File: config.mk
export PLATFORM = sky130hd
export DESIGN_NAME = simd4_unpack
export DESIGN_NICKNAME = d
export VERILOG_FILES = /design/src/rtl/simd4_unpack.sv
export SDC_FILE = /design/constraint.sdc
export NUM_CORES = 1
export LEC_CHECK = 0
export CORE_ASPECT_RATIO = 0.75
export CORE_MARGIN = 2
export CORE_UTILIZATION = 49
export CTS_CLUSTER_DIAMETER = 80
export CTS_CLUSTER_SIZE = 14
export DETAILED_ROUTE_END_ITERATION = 12
export HOLD_SLACK_MARGIN = 0.08
export PLACE_DENSITY = 0.84
export SYNTH_ARGS = -nofsm -noshare
export SYNTH_HDL_FRONTEND = slang
export SYNTH_SLANG_ARGS = --single-unit
File: constraint.sdc
create_clock -name clk -period 4.2 [get_ports clk]
set_clock_uncertainty 0.15 [all_clocks]
set_input_delay 0.42 -clock clk [delete_from_list [all_inputs] [get_ports clk]]
set_output_delay 0.42 -clock clk [all_outputs]
set_load 0.02 [all_outputs]
File: src/rtl/simd4_unpack.sv
// Unpacks a 48-bit word of four 12-bit lanes into one OUT_W-bit lane per transfer.
// Define SIMD4_UNPACK_SEXT_EN for sign extension of each lane; otherwise lanes are zero-extended.
//
// state   | meaning
// S_EMPTY | no word held, ready to accept a packed word
// S_BUSY  | word held, r_lane selects the lane being offered
module simd4_unpack #(
    parameter int OUT_W = 16
) (
    input  logic             clk,
    input  logic             rst,
    input  logic             ce,
    input  logic             in_valid,
    output logic             in_ready,
    input  logic [47:0]      in_data,
    output logic             out_valid,
    input  logic             out_ready,
    output logic [OUT_W-1:0] out_data,
    output logic [1:0]       out_lane,
    output logic             out_last
);

    typedef enum logic {S_EMPTY = 1'b0, S_BUSY = 1'b1} state_t;

    state_t            r_state;
    state_t            w_state_nxt;
    logic [1:0]        r_lane;
    logic [1:0]        w_lane_nxt;
    logic [47:0]       r_hold;
    logic [47:0]       w_hold_nxt;
    logic              w_in_xfer;
    logic              w_out_xfer;
    logic [11:0]       w_lane_bits;
    logic [OUT_W-1:0]  w_ext;

    assign w_in_xfer  = in_valid & in_ready & ce;
    assign w_out_xfer = out_valid & out_ready & ce;

    always_ff @(posedge clk) begin
        if (!rst) begin
            r_state <= S_EMPTY;
            r_lane  <= 2'd0;
            r_hold  <= 48'd0;
        end else if (ce) begin
            r_state <= w_state_nxt;
            r_lane  <= w_lane_nxt;
            r_hold  <= w_hold_nxt;
        end
    end

    // Lane 3 can hand over directly to a freshly loaded word, avoiding an idle cycle.
    always_comb begin
        w_state_nxt = r_state;
        w_lane_nxt  = r_lane;
        w_hold_nxt  = r_hold;
        case (r_state)
            S_EMPTY: begin
                if (w_in_xfer) begin
                    w_state_nxt = S_BUSY;
                    w_lane_nxt  = 2'd0;
                    w_hold_nxt  = in_data;
                end
            end
            S_BUSY: begin
                if (w_out_xfer) begin
                    if (r_lane != 2'd3) begin
                        w_lane_nxt = r_lane + 2'd1;
                    end else if (w_in_xfer) begin
                        w_lane_nxt = 2'd0;
                        w_hold_nxt = in_data;
                    end else begin
                        w_state_nxt = S_EMPTY;
                        w_lane_nxt  = 2'd0;
                    end
                end
            end
            default: begin
                w_state_nxt = S_EMPTY;
            end
        endcase
    end

    always_comb begin
        case (r_lane)
            2'd0:    w_lane_bits = r_hold[47:36];
            2'd1:    w_lane_bits = r_hold[35:24];
            2'd2:    w_lane_bits = r_hold[23:12];
            default: w_lane_bits = r_hold[11:0];
        endcase
    end

`ifdef SIMD4_UNPACK_SEXT_EN
    assign w_ext = OUT_W'($signed(w_lane_bits));
`else
    assign w_ext = OUT_W'(w_lane_bits);
`endif

    // Outputs are forced quiet while reset is asserted, whatever the held state.
    always_comb begin
        in_ready  = 1'b0;
        out_valid = 1'b0;
        out_data  = '0;
        out_lane  = 2'd0;
        out_last  = 1'b0;
        if (rst) begin
            case (r_state)
                S_EMPTY: begin
                    in_ready = ce;
                end
                S_BUSY: begin
                    out_valid = 1'b1;
                    out_data  = w_ext;
                    out_lane  = r_lane;
                    out_last  = (r_lane == 2'd3);
                    in_ready  = (r_lane == 2'd3) & out_ready & ce;
                end
                default: begin
                    in_ready = 1'b0;
                end
            endcase
        end
    end

endmodule

==> summary.md <==
| Metric | Value |
|---|---|
| Worst slew pin tran | `0.6802 ns` |
| Iteration-0 DRC Markers | `219` |
| First-pass GRT wire length | `10.12 mm` |
| Non-filler cells, final | `413` |
| GPL Wtd Cong | `0.9164` |
| DIE WIDTH | `85.17 um` |
| Min setup slack post-route | `0.9880 ns` |
| Max Transition Viols Final | `0` |
| Final Setup Violations | `0` |
| Initial Utilization | `50.26%` |
| DP Cell Count | `405` |
| Syn. warnings | `0` |
| CP Capture Type | `primary output` |
| Clk slew on worst S/H paths | `0.09 ns` |
| Via/cell ratio | `5.550` |
| Hold buffers post-CTS | `0` |
| FMAX | `311.3 MHz` |
| Pleak | `1.115 nW` |
| Total Routed Length | `6.131 mm` |
| Status | `completed` |
| Post-layout min period | `3.212 ns` |
| Worst-Skew Late Latency | `0.30 ns` |
| Ant. Diodes | `0` |
| Drt wl/cell | `14.85 um` |
| Synth cell types | `24` |
| #FFs+latches synth | `51` |
| RSZ-0062 raised after global routing | `no` |
| Placed Instance Area | `0.003049 mm^2` |
| Core Footprint | `0.004817 mm^2` |
| Mapped Avg Cell Area | `8.017 um^2` |
| Max capacitance violation total | `0` |
| Synth-to-layout area growth | `29.46%` |
| Cells after synthesis | `302` |
| Layout cells sized above 1 | `9.348%` |
| Final Hold Vio Count | `0` |
| CP Max Fanout | `12` |
| HP Class | `flop to flop` |
| I/O Buffers | `69` |
| Setup Total Neg Slack | `0 ns` |
| Crit. Startpoint | `r_lane[0]$_SDFFE_PN0P_` |
| Post-route design area | `0.003134 mm^2` |
| FP Rows | `22` |
| Post-CTS Setup Bufs | `0` |
| Required time worst endpoint | `3.63 ns` |
| Pin count of the biggest net entering global routing | `59` |
| RR Startpoint | `r_lane[0]$_SDFFE_PN0P_` |
| Drt drc | `0` |
| Setup WS pre-CTS | `1.352 ns` |
| H-tree levels | `2` |
| Clock tree from TritonCTS | `done` |
| Via Count | `2292` |
| Hold WS | `0.3139 ns` |
| Cells resized by post-CTS repair | `0` |
| Max clock buf depth | `2` |
| Sequential fraction of the synthesis area | `42.17%` |
| Detail Route Antenna Nets | `0` |
| Worst EP arrival | `2.64 ns` |
| # IOs | `74` |
| Commonest non-fill, non-tap cell in the layout | `clkdlybuf4s50_1` |
| Startpoint Class | `flop` |
| Clock Root Buffer | `clkbuf_8` |
| Full die area | `0.005525 mm^2` |
| Global route overflow | `0` |
| NumNets Final | `410` |
| Cell Pwr Density | `297.6 mW/mm^2` |
| Relative slew slack | `54.65%` |
| Tcrit/Tclk final | `76.48%` |
| Min-delay src | `r_hold[47]$_SDFFE_PN0P_` |
| Dpl hpwl | `4.375 mm` |
| Clock Sinks | `51` |
| Tot Pwr | `0.9328 mW` |
| Vias in the first global route | `2124` |
| Router iterations before antenna repair | `4` |
| Total Routing Usage GR | `23.21%` |
| Kind of critical path | `flop to primary output` |
| Final core occ | `65.06%` |
| Peak VDD IR | `0.2066 mV` |
| Initial antenna violation count | `0` |
| Num CTS Buffers | `5` |
| Most frequent cells in the layout | `68 x clkdlybuf4s50_1, 62 x nand2_1, 51 x dfxtp_1, 49 x nand3_1, 40 x o21ai_0` |
| Chip height | `64.88 um` |
| Mapped Area | `0.002421 mm^2` |
## metal layers
metal	up-vias	routed length [um]	track usage [%]
met5	-	0	0
met2	83	2933	38.18
met4	0	59	6.151
met1	1049	2673	30.99
met3	6	464	4.968
li1	1154	-	-
## synthesized netlist by cell type
cell type | n | share of area [%]
clkbuf_1 | 15 | 2.3
and2_4 | 1 | 0.36
buf_4 | 4 | 1.2
o21ai_0 | 40 | 8.3
and2_1 | 13 | 3.4
dfxtp_1 | 51 | 42
o22ai_1 | 1 | 0.26
ha_1 | 5 | 2.6
o21ai_2 | 20 | 7.2
a222oi_1 | 12 | 5.0
a21bo_2 | 1 | 0.41
nor2b_1 | 2 | 0.52
nand2_1 | 62 | 9.6
and3_1 | 5 | 1.3
o32ai_1 | 1 | 0.36
nand4_1 | 1 | 0.26
mux2i_1 | 1 | 0.41
nand3_1 | 49 | 10
conb_1 | 1 | 0.15
buf_6 | 3 | 1.4
inv_1 | 3 | 0.47
buf_1 | 3 | 0.47
buf_2 | 7 | 1.4
a22oi_1 | 1 | 0.31
## state kept, by name (all words and copies together), names as in the netlist
signal and flops:
r_hold 48, r_lane 2, r_state 1
## final timing paths
kind / cells past startpoint / end / slack (ns)
worst min register to register: 2 / r_hold[47]$_SDFFE_PN0P_ / 0.31
worst max register to register: 5 / r_hold[21]$_SDFFE_PN0P_ / 1.81
worst max-delay path: 6 / out_data[8] / 0.99
worst min-delay path: 2 / r_hold[47]$_SDFFE_PN0P_ / 0.31
## final cells by class
type	count	area, um^2
inverters	3	11.26
multi-input cells	219	1234
clock inverters	2	12.51
repair buffers	72	708.2
clock buffers	6	72.57
flip-flops and latches	51	1021
fillers	404	1683
well taps	60	75.07
## worst max-delay path: stages (launching register included)
cell and delay [ns]:
dfxtp_1 0.46, inv_1 0.11, ha_1 0.36, a222oi_1 0.56, o21ai_0 0.14, and2_1 0.19, clkdlybuf4s50_1 0.53
## logic make-up (layout without fill, tap and decap cells)
kind of cell	after synthesis	in the layout	synth area share (%)
buffers and inverters	35	83	7.338
AOI/OAI and AO/OA	76	76	21.81
other	1	4	0.1549
adders and majority gates	5	5	2.584
and+or+nand+nor	133	133	25.53
DFF	51	51	42.17
muxes	1	1	0.4135
## where the power goes
part | switching [mW] | total, mW | leakage, nW | internal, mW
sequential | 0.0190 | 0.528 | 0.417 | 0.509
combinational | 0.0629 | 0.133 | 0.657 | 0.0698
clock | 0.155 | 0.272 | 0.0412 | 0.117
Note: power is estimated with default switching activity, not from simulation.
